--- config.mk ---
export PLATFORM = sky130hd
export DESIGN_NAME = interlude_core
export DESIGN_NICKNAME = d
export VERILOG_FILES = /design/src/rtl/interlude_core.sv
export SDC_FILE = /design/constraint.sdc
export NUM_CORES = 1
export LEC_CHECK = 0
export ABC_AREA = 1
export BUFFER_PORTS_ARGS = -buffer_cell sky130_fd_sc_hd__buf_2
export CORE_UTILIZATION = 61
export CTS_BUF_LIST = sky130_fd_sc_hd__clkbuf_16
export CTS_CLUSTER_DIAMETER = 40
export DETAILED_ROUTE_END_ITERATION = 7
export GPL_TIMING_DRIVEN = 0
export PLACE_DENSITY = 0.82
export SYNTH_ARGS = -nofsm -noshare
export SYNTH_HDL_FRONTEND = slang
export SYNTH_SLANG_ARGS = --single-unit
--- constraint.sdc ---
create_clock -name clk -period 3.9 [get_ports clk]
set_clock_uncertainty 0.15 [all_clocks]
set_input_delay 0.78 -clock clk [delete_from_list [all_inputs] [get_ports clk]]
set_output_delay 0.78 -clock clk [all_outputs]
set_load 0.01 [all_outputs]
--- src/rtl/interlude_core.sv ---
// rtl/interlude_core.sv - multicycle 8-bit-encoded CPU core with stalling fetch and flow-controlled r7 I/O
module interlude_core #(
  parameter int DATA_W   = 8,
  parameter int PC_W     = 8,
  parameter int RESET_PC = 0
) (
  input  logic              clk,
  input  logic              reset,
  output logic              imem_req,
  output logic [PC_W-1:0]   imem_addr,
  input  logic              imem_valid,
  input  logic [7:0]        imem_data,
  input  logic [DATA_W-1:0] io_in,
  input  logic              io_in_valid,
  output logic              io_in_ack,
  output logic [DATA_W-1:0] io_out,
  output logic              io_out_valid,
  output logic [31:0]       instret
);

  localparam logic [1:0] S_FETCH   = 2'd0;
  localparam logic [1:0] S_EXEC    = 2'd1;
  localparam logic [1:0] S_WAIT_IO = 2'd2;
  localparam logic [PC_W-1:0] LP_RESET_PC = PC_W'(RESET_PC);

  logic [1:0]        r_state;
  logic [PC_W-1:0]   r_pc;
  logic [7:0]        r_ir;
  logic [DATA_W-1:0] r_regs [0:6];
  logic [DATA_W-1:0] r_io_out;
  logic              r_io_out_valid;
  logic [31:0]       r_instret;

  logic [1:0]        w_op;
  logic [2:0]        w_src;
  logic [2:0]        w_dst;
  logic              w_active;
  logic              w_src_io;
  logic              w_complete;
  logic [DATA_W-1:0] w_src_val;
  logic [DATA_W-1:0] w_a;
  logic [DATA_W-1:0] w_b;
  logic [DATA_W-1:0] w_r3;
  logic [DATA_W-1:0] w_alu;
  logic              w_neg;
  logic              w_zero;
  logic              w_take;

  assign w_op  = r_ir[7:6];
  assign w_src = r_ir[5:3];
  assign w_dst = r_ir[2:0];
  assign w_a   = r_regs[1];
  assign w_b   = r_regs[2];
  assign w_r3  = r_regs[3];

  assign w_active   = (r_state == S_EXEC) || (r_state == S_WAIT_IO);
  assign w_src_io   = (w_op == 2'b10) && (w_src == 3'd7);
  // A copy from r7 can only complete once the input port holds a value.
  assign w_complete = w_active && !(w_src_io && !io_in_valid);

  assign imem_req     = (r_state == S_FETCH) && !reset;
  assign imem_addr    = r_pc;
  assign io_in_ack    = w_complete && w_src_io && !reset;
  assign io_out       = r_io_out;
  assign io_out_valid = r_io_out_valid;
  assign instret      = r_instret;

  always_comb begin
    w_src_val = io_in;
    if (w_src != 3'd7) w_src_val = r_regs[w_src];
  end

  // Shifts by the full r2 value naturally yield 0 (or sign fill) past DATA_W.
  always_comb begin
    w_alu = '0;
    case (r_ir[5:0])
      6'd0:    w_alu = w_a | w_b;
      6'd1:    w_alu = ~(w_a & w_b);
      6'd2:    w_alu = ~(w_a | w_b);
      6'd3:    w_alu = w_a & w_b;
      6'd4:    w_alu = w_a + w_b;
      6'd5:    w_alu = w_a - w_b;
      6'd6:    w_alu = w_a ^ w_b;
      6'd7:    w_alu = w_a << w_b;
      6'd8:    w_alu = w_a >> w_b;
      6'd9:    w_alu = $unsigned($signed(w_a) >>> w_b);
      default: w_alu = '0;
    endcase
  end

  assign w_neg  = w_r3[DATA_W-1];
  assign w_zero = (w_r3 == '0);

  always_comb begin
    w_take = 1'b0;
    case (r_ir[2:0])
      3'd0: w_take = 1'b0;
      3'd1: w_take = w_zero;
      3'd2: w_take = w_neg;
      3'd3: w_take = w_neg || w_zero;
      3'd4: w_take = 1'b1;
      3'd5: w_take = !w_zero;
      3'd6: w_take = !w_neg;
      3'd7: w_take = !w_neg && !w_zero;
      default: w_take = 1'b0;
    endcase
  end

  always_ff @(posedge clk) begin
    if (reset) begin
      r_state        <= S_FETCH;
      r_pc           <= LP_RESET_PC;
      r_ir           <= '0;
      for (int i = 0; i < 7; i++) r_regs[i] <= '0;
      r_io_out       <= '0;
      r_io_out_valid <= 1'b0;
      r_instret      <= '0;
    end else begin
      r_io_out_valid <= 1'b0;
      case (r_state)
        S_FETCH: begin
          if (imem_valid) begin
            r_ir    <= imem_data;
            r_state <= S_EXEC;
          end
        end
        S_EXEC, S_WAIT_IO: begin
          if (w_complete) begin
            case (w_op)
              2'b00: r_regs[0] <= {{(DATA_W-6){1'b0}}, r_ir[5:0]};
              2'b01: r_regs[3] <= w_alu;
              2'b10: begin
                if (w_dst == 3'd7) begin
                  r_io_out       <= w_src_val;
                  r_io_out_valid <= 1'b1;
                end else begin
                  r_regs[w_dst] <= w_src_val;
                end
              end
              default: ;
            endcase
            r_pc      <= (w_op == 2'b11 && w_take) ? r_regs[0][PC_W-1:0] : r_pc + 1'b1;
            r_instret <= r_instret + 32'd1;
            r_state   <= S_FETCH;
          end else begin
            r_state <= S_WAIT_IO;
          end
        end
        default: r_state <= S_FETCH;
      endcase
    end
  end

endmodule

## After elaboration in Yosys (flattened, before gate mapping)

Memory sizes are Yosys's and may differ from the RTL's. A register that Yosys moved wholly into a read port is not among the register bits.
Cells that the tools add are included.
W data, S select, Z words.

| cells by class | value |
|---|---|
| add/sub/neg operators | 4 |
| equality and inequality tests | 24 |
| shifts and indexed selects | 3 |
| multiplexer cells | 33 |
| bitwise logic cells | 10 |
| reduce and logical (&&, ||, !) cells | 26 |

Operators with widths:

| cell | count |
|---|---|
| $pmux W8 S10 | 1 |
| $mux W8 | 5 |
| $add A32 B1 Y32 const B | 1 |
| $eq A6 B3 Y1 const B | 4 |
| $mux W1 | 20 |
| $not A8 Y8 | 2 |
| $eq A3 B3 Y1 const B | 5 |
| $eq A6 B2 Y1 const B | 2 |
| $eq A6 B4 Y1 const B | 2 |
| $mux W3 | 3 |
| $add A8 B1 Y8 const B | 1 |
| $add A8 B8 Y8 | 1 |
| $and A8 B8 Y8 | 1 |
| $logic_and A1 B1 Y1 | 8 |
| $logic_not A8 Y1 | 1 |
| $or A8 B8 Y8 | 1 |
| $pmux W1 S8 | 1 |
| $reduce_or A8 Y1 | 1 |
| $shl A8 B8 Y8 | 1 |
| $shr A8 B8 Y8 | 1 |
| $sshr A8 B8 Y8 | 1 |
| $sub A8 B8 Y8 | 1 |
| $xor A8 B8 Y8 | 1 |
| $eq A2 B2 Y1 const B | 3 |
| other kinds (19) | 32 |

| storage, ports and cells | value |
|---|---|
| register bits after elaboration | 59 |
| RAM bits | 56 |
| input bits | 20 |
| output and inout port bits | 51 |
| memories kept | 1 |

Memory list:

| memory | words | width | read ports | clocked after Yosys merged registers in | write ports | line | text |
|---|---|---|---|---|---|---|---|
| r_regs | 7 | 8 | 5 | 1 | 7 | 29 | `logic [DATA_W-1:0] r_regs [0:6];` |

## Logic depth before layout (Yosys ltp)

Gate-level depths: netlist (run 1).

| depth | value |
|---|---|
| depth in word-level cells | 11 |
| mapped depth | 21 |
| mapped depth without buffers | 19 |

## Worst setup path before layout (run 1)

Ideal clock, no wire load.

| timing path | value |
|---|---|
| path kind | register -> register |
| start | memory r_regs[2][0] |
| end | memory r_regs[0][7], data pin |
| library setup time | 0.261 ns |
| data arrival time | 2.672 ns |
| required time | 3.489 ns |
| slack | 0.817 ns |
| stages on the path, launching flop included | 20 |
| buffers on the path | 1 |
| clock period less this slack | 3.083 ns |
| cell sequence | edfxtp_1 -> inv_1 -> clkbuf_1 -> ha_1 -> inv_1 -> nor2_1 -> inv_1 -> o31ai_1 -> xor2_1 -> ha_1 -> a21oi_1 -> o21ai_0 -> a21oi_1 -> nand3_1 -> nand3_1 -> nand2_1 -> nand2_1 -> nand2_1 -> inv_2 -> nor2_1 |

RTL lines:

| element | line |
|---|---|
| start, declared | 29 |

==> out/qor.json, run 1 <==
{
  "global_routing": {
    "global_route.usage.total": 0.384,
    "pin_count_of_the_biggest_net_entering_global_routing": 17,
    "grt_overflow": 0,
    "first_global_vias": 7933,
    "number_of_antenna_violations_at_the_first_check_in_global_routing": 0,
    "grt_pass1_wl_mm": 41.0
  },
  "cts": {
    "cts-buffers-inserted": 17,
    "clk_latency_ns": 0.43,
    "tritoncts": "done",
    "clkSinkCount": 126,
    "clk_pin_slew_worst_paths_ns": 0.06,
    "ctsHoldBuffers": 0,
    "cts.htree.levels": 4,
    "cts_setup_buffers": 0,
    "cell_chosen_for_the_clock_root": "clkbuf_16",
    "worst_case_clock_buffer_depth": 2
  },
  "power": {
    "totalPowerFinal_mw": 3.71,
    "peakVddDrop_mv": 0.331,
    "power_per_cell_area_nw_per_um2": 396,
    "leakage_dissipation_nw": 4.18
  },
  "sta": {
    "rsz0062_at_grt": "no",
    "setup_tns_ns": 0,
    "report.final.hold_viol_count": 0,
    "setup_viol_count_final": 0,
    "timing_max_transition_violations_final": 0,
    "final.min_clock_period_ns": 3.76,
    "crit_share_post_route": 0.965,
    "clock.fmax_ghz": 0.266,
    "worst_margin_pin_slew_ns": 1.11,
    "relSlewSlack": 0.260
  },
  "floorplanning": {
    "dieArea_um2": 13900,
    "initial_utilization": 0.638,
    "fp-row-count": 41,
    "chipWidth_um": 118,
    "core_area_um2": 12800,
    "floorplan.io_pins": 71,
    "chipHeight_um": 118
  },
  "yosys": {
    "yosys_warnings": 0,
    "ys_top_cells_by_area": "edfxtp_1 21%, dfxtp_1 17%, nand2_1 12%",
    "synthAdderAreaFrac": 0.0468,
    "ys_seq_elements": 126,
    "synth_top_cell_by_area": "edfxtp_1",
    "xor_xnor_share_of_the_synthesized_area": 0.0268,
    "synth_cell_types": 47,
    "syn_inst": 1183,
    "synthesis.area_um2": 8180,
    "mean_area_per_synthesized_cell_um2": 6.92,
    "main_combinational_cell_family_by_area_after_synthesis": "simple AND/OR/NAND/NOR gates",
    "synth_mux_area_frac": 0.00382,
    "ys_seq_area_frac": 0.377,
    "share_of_the_synthesized_area_in_compound_gates_ao_oa_aoi_oai": 0.130,
    "synth_simple_gate_area_share": 0.319,
    "synth_top_area_frac": 0.206
  },
  "detailed_routing": {
    "wl_per_cell_um": 17.9,
    "drt-total-wl_mm": 26.2,
    "vias_after_detailed_routing": 8689,
    "first_iter_violations": 1083,
    "detailedRoute.firstPassIterationCount": 6,
    "routed_via_density": 5.94,
    "ant_nets": 0,
    "drc": 0
  },
  "placed_design": {
    "dpl-instance-area_um2": 8770,
    "dp_hpwl_mm": 19.4,
    "numPortBuffers": 70,
    "gp_congestion": 1.00
  },
  "final_layout": {
    "post_route_cells_drive_above_1_share": 0.128,
    "layout-area-overhead-vs-synth_pct": 14.7,
    "final_net_count": 1328,
    "diodes": 0,
    "postLayoutCellArea_um2": 9390
  },
  "job": {
    "drv_cap": 0
  },
  "setup_path": {
    "slowest_delay_ns": 0.40,
    "rr_worst_depth": 18,
    "critPathArrivalTime_ns": 3.78,
    "launch_point_of_the_worst_reg_to_reg_path": "r_regs[2][1]",
    "timing.critical_path.to_type": "flop",
    "criticalPathCategory": "reg2reg",
    "cell_chain_critical_path": "buf_2 > inv_1 > buf_4 > ha_1 > inv_1 > nand2_1 > xor2_1 > ha_1 > a21oi_1 > nand2_1 > o21ai_0 > nand3_1 > nor2_1 > nand2_1 > nand2_1 > nand2_1 > inv_2 > nor2_1",
    "critPathMostFrequentCell": "nand2_1",
    "setup_crit_start_kind": "flop",
    "r2r-end": "r_regs[1][3]",
    "critical-path-slowest-cell": "o21ai_0",
    "cp.required_ns": 3.91,
    "timing.critical_path.fanout_max": 11,
    "slack_of_the_worst_reg_to_reg_path_ns": 0.14
  },
  "run_status": {
    "result_of_the_run": "finished clean"
  },
  "min_path": {
    "timing.hold.worst_endpoint": "r_state[1]",
    "worst_hold_path.num_cells": 2,
    "hold_path_startpoint": "r_state[1]",
    "path_class_of_the_lowest_slack_min_delay_path": "reg2reg"
  }
}
[routing by layer]
| layer | global-route usage | vias up | share of wire |
|---|---|---|---|
| met3 | 0.0867 | 89 | 0.12 |
| met1 | 0.512 | 3993 | 0.40 |
| met2 | 0.583 | 522 | 0.44 |
| met5 | 0 | - | 0 |
| met4 | 0.199 | 0 | 0.039 |
| li1 | - | 4085 | - |
[how the worst max path moves through the flow]
stage,start,end,slack [ns],depth (start not counted)
global route,r_regs[2][1],r_regs[1][7],0.02,20
finish,r_regs[2][1],r_regs[1][3],0.14,18
floorplan,r_regs[2][0],r_regs[0][7],0.82,19
global placement,r_regs[2][0],r_regs[1][7],0.08,19
CTS,r_regs[2][0],r_regs[1][7],0.03,19
detailed placement,r_regs[2][0],r_regs[1][7],0.04,19
[cell families after synthesis]
logic type / Yosys count
simple gates: 593
buf+inv: 204
compound gates: 201
flops: 126
fa+ha+maj: 30
xor+xnor: 25
mux: 3
other cells: 1
[critical path, delay by kind of cell (launching register included)]
| kind | cells | cell delay (ns) |
|---|---|---|
| XOR/XNOR | 1 | 0.16 |
| AO/OA/AOI/OAI | 2 | 0.60 |
| adder cells (fa/ha/maj) | 2 | 0.58 |
| flip-flops | 1 | 0.36 |
| buffers and inverters | 5 | 0.83 |
| AND/OR/NAND/NOR | 8 | 0.82 |
[synthesized netlist by cell type (all sizes together)]
cell type	n
a21oi	97
a31o	1
o31ai	1
fa	1
nand3b	3
nor4	8
o21a	3
nor3	18
inv	166
xor2	20
nor3b	2
a21boi	1
ha	29
and3	1
clkinv	3
mux2i	2
a22oi	1
o22ai	1
clkbuf	25
o21ai	88
edfxtp	56
nand4	39
or2	2
xnor2	5
nand2	274
conb	1
mux2	1
a31oi	3
nand3	101
nor2	145
dfxtp	70
o211ai	5
buf	10
[per-stage QoR]
step                setup slack, ns  hold slack [ns]   util  cells
floorplan                     0.817            0.310      -   1190
global placement             0.0820            0.325  0.684   1432
finish                        0.138            0.333  0.732   1463
CTS                          0.0288            0.334  0.731   1464
detailed placement           0.0400            0.325  0.684   1432
global route                 0.0220            0.374  0.732   1463
[layout by cell type (no fill, tap or decap), types with 8 or more instances in the layout]
master	instances
xor2_1	20
inv_2	22
clkbuf_16	17
edfxtp_1	56
nor4_1	8
clkbuf_1	24
inv_1	145
buf_2	76
o21ai_0	80
a21oi_1	94
nand4_1	38
dfxtp_1	70
nand3_1	96
nor2_1	135
nor3_1	17
conb_1	8
ha_1	28
nand2_1	268
[sequential cells by signal (all words and copies together), names as in the netlist, named ones only]
name          cells
imem_addr         8
instret          32
io_out            8
io_out_valid      1
r_ir              8
r_regs           64
r_state           2
[power by group]
part	internal [mW]	switching (mW)	leakage (nW)	total, mW
clock	1.00	0.617	0.290	1.62
sequential	1.44	0.0522	1.15	1.49
combinational	0.171	0.431	2.74	0.601
[final cells by class]
cell class                 count  area [um^2]
multi-input combinational    860         4350
fill                        1077         3440
sequential                   126         3080
inverter                     169          637
clock buffer                  17          425
timing repair buffer          70          350
tap                          172          215
clock inverter                15          173
buffer                        34          150
[what timing repair did]
| item | CTS | global route |
|---|---|---|
| endpoints found under the hold margin | 0 | 0 |
| setup endpoints to repair | 0 | 28 |
| resized for setup | 0 | 10 |
No activity file was read; power rests on OpenSTA's default activity.
==> inputs of run 2 (changes only) <==
--- a/config.mk
+++ b/config.mk
@@ -5,7 +5,6 @@
 export SDC_FILE = /design/constraint.sdc
 export NUM_CORES = 1
 export LEC_CHECK = 0
-export ABC_AREA = 1
 export BUFFER_PORTS_ARGS = -buffer_cell sky130_fd_sc_hd__buf_2
 export CORE_UTILIZATION = 61
 export CTS_BUF_LIST = sky130_fd_sc_hd__clkbuf_16
==> out/qor.json, run 2 <==
{
  "sta": {
    "timing_max_transition_violations_final": 0,
    "setup_viol_count_final": 0,
    "crit_share_post_route": 0.984,
    "clock.fmax_ghz": 0.261,
    "relSlewSlack": 0.306,
    "fin_ws_ns": 0.0628,
    "final.min_clock_period_ns": 3.84,
    "worst_margin_pin_slew_ns": 1.04,
    "report.final.hold_viol_count": 0
  },
  "power": {
    "power_per_cell_area_nw_per_um2": 384,
    "power.switching_fraction": 0.286,
    "totalPowerFinal_mw": 3.53,
    "part_of_the_power_in_the_clock_network": 0.434,
    "peakVddDrop_mv": 0.370,
    "proportion_of_power_drawn_by_flip_flops_and_latches": 0.421,
    "leakage_dissipation_nw": 3.65,
    "net-switching-power_mw": 1.01,
    "comb_power_share": 0.145,
    "power_report.internal_total_mw": 2.52
  },
  "yosys": {
    "ys_seq_elements": 126,
    "synth-async-reset-ratio": 0,
    "synth_top_cell_by_area": "edfxtp_1",
    "synth_most_common_cell": "nor2_1",
    "synthesis.area_um2": 7880,
    "synth_cell_types": 78,
    "ys_top_cells_by_count": "117 x nor2_1, 70 x dfxtp_1, 56 x edfxtp_1",
    "synth_top_area_frac": 0.213,
    "synth-edff-count": 56,
    "ys_top_cells_by_area": "edfxtp_1 21%, dfxtp_1 18%, mux4_2 6.0%",
    "syn_inst": 839,
    "postSynth.topFlopCell": "dfxtp_1",
    "mean_area_per_synthesized_cell_um2": 9.40,
    "ys_seq_area_frac": 0.391,
    "yosys_warnings": 0
  },
  "setup_path": {
    "critical-path-slowest-cell": "dfxtp_1",
    "timing.critical_path.fanout_max": 10,
    "setup_crit_start_kind": "flop",
    "slowest_delay_ns": 0.48,
    "timing.critical_path.to_type": "flop",
    "cell_chain_critical_path": "clkbuf_4 > nor2b_1 > and2_0 > clkbuf_2 > nor2_1 > xnor2_1 > ha_1 > nor2b_1 > o31a_1 > o31ai_2 > mux2i_2 > a31o_1 > nand2_1",
    "critPathArrivalTime_ns": 3.84,
    "critPathMostFrequentCell": "nor2b_1",
    "cp.required_ns": 3.90,
    "criticalPathCategory": "reg2reg"
  },
  "detailed_routing": {
    "wl_per_cell_um": 22.4,
    "detailedRoute.firstPassIterationCount": 7,
    "first_iter_violations": 1151,
    "drt-total-wl_mm": 25.2,
    "routed_via_density": 6.61,
    "drc": 0,
    "vias_after_detailed_routing": 7446,
    "ant_nets": 0
  },
  "cts": {
    "clkSinkCount": 126,
    "cts.htree.levels": 4,
    "ctsHoldBuffers": 0,
    "worst_case_clock_buffer_depth": 2,
    "cell_chosen_for_the_clock_root": "clkbuf_16",
    "clk_pin_slew_worst_paths_ns": 0.06,
    "cts-buffers-inserted": 17,
    "tritoncts": "done",
    "clk_latency_ns": 0.42
  },
  "final_layout": {
    "layout-area-overhead-vs-synth_pct": 16.8,
    "mostFrequentLayoutCells": "116 x nor2_1, 87 x buf_2, 70 x dfxtp_1, 56 x edfxtp_1, 55 x nand2_1",
    "largest_register_ffs": 64,
    "top_register": "r_regs",
    "nFillCells": 938,
    "post_route_cells_drive_above_1_share": 0.204,
    "utilization": 0.729,
    "finish.cell_count_without_fillers": 1126,
    "layout.cells.most_common": "nor2_1",
    "final_net_count": 990,
    "postLayoutCellArea_um2": 9210
  },
  "placed_design": {
    "dpl-instance-area_um2": 8470,
    "dp_hpwl_mm": 17.7,
    "numPortBuffers": 69,
    "place_inst": 1087,
    "post_place_setup_slack_ns": -0.506,
    "gp_congestion": 1.01
  },
  "floorplanning": {
    "dieArea_um2": 13400,
    "chipHeight_um": 116,
    "floorplan.io_pins": 71,
    "chipWidth_um": 116,
    "core_area_um2": 12600,
    "fp-row-count": 41,
    "initial_utilization": 0.625
  },
  "global_routing": {
    "global_route.usage.total": 0.389,
    "grt_pass1_wl_mm": 38.3,
    "first_global_vias": 6882,
    "number_of_antenna_violations_at_the_first_check_in_global_routing": 1,
    "pin_count_of_the_biggest_net_entering_global_routing": 17,
    "grt_overflow": 0
  },
  "min_path": {
    "path_class_of_the_lowest_slack_min_delay_path": "reg2reg"
  },
  "job": {
    "drv_cap": 0
  },
  "run_status": {
    "result_of_the_run": "finished clean"
  }
}
run 2: through the flow:
| stage | TNS, ns | hold slack [ns] |
|---|---|---|
| 2_1_floorplan | 0 | 0.296 |
| 3_3_place_gp | -8.05 | 0.312 |
| 3_5_place_dp | -7.52 | 0.323 |
| 4_1_cts | 0 | 0.333 |
| 5_1_grt | -0.00613 | 0.377 |
| 6_report | 0 | 0.338 |
run 2: area by class of cell:
cell class / instances / area [um^2] / area share
multi-input cells: 640 / 4570 / 0.497
flip-flops and latches: 126 / 3080 / 0.335
clock buffers: 19 / 475 / 0.0517
repair buffers: 76 / 410 / 0.0446
plain buffers: 53 / 249 / 0.0270
well taps: 172 / 215 / 0.0234
clock inverters: 13 / 97.6 / 0.0106
inverters: 26 / 97.6 / 0.0106
diodes: 1 / 2.50 / 0.000272
run 2: power by group through the flow:
stage	Sequential, mW	Combinational (mW)	Clock, mW
floorplan	1.49	0.331	0
global placement	1.51	0.465	0
detailed placement	1.51	0.468	0
CTS	1.48	0.486	1.53
global route	1.49	0.546	1.59
finish	1.49	0.514	1.53
run 2: cell families after synthesis:
| kind of cell | share of synthesized area |
|---|---|
| simple gates | 0.217 |
| compound gates | 0.142 |
| flops | 0.391 |
| buf+inv | 0.0427 |
| mux | 0.108 |
| xor+xnor | 0.0500 |
| fa+ha+maj | 0.0486 |
| other cells | 0.000476 |
run 2: worst max-delay path: cells and delay by family, from the launching register on:
| family | cells | cell delay (ns) |
|---|---|---|
| DFF | 1 | 0.48 |
| xor gates and xnor gates | 1 | 0.14 |
| AOI/OAI and AO/OA | 3 | 0.84 |
| buffers and inverters | 2 | 0.47 |
| adders and majority gates | 1 | 0.35 |
| and+or+nand+nor | 5 | 0.66 |
| muxes | 1 | 0.46 |
run 2: repair_timing:
item | in CTS | in global routing
buffers inserted | 4 | 3
setup endpoints to repair | 28 | 29
cloned | 0 | 0
pin swaps | 5 | 2
resized for setup | 9 | 16
run 2: final timing paths:
path	depth (start not counted)	endpoint	slack (ns)	startpoint
setup / recovery	13	r_regs[5][6]	0.06	r_ir[2]
hold reg to reg	2	r_regs[6][6]	0.34	r_regs[6][6]
setup reg to reg	13	r_regs[5][6]	0.06	r_ir[2]
hold / removal	2	r_regs[6][6]	0.34	r_regs[6][6]
run 2: metal layers:
layer | GRT usage | wire length [um] | vias up
met5 | 0 | 0 | -
met4 | 0.154 | 991 | 0
met3 | 0.120 | 3440 | 111
met2 | 0.574 | 10800 | 547
met1 | 0.536 | 9950 | 3503
li1 | - | - | 3285
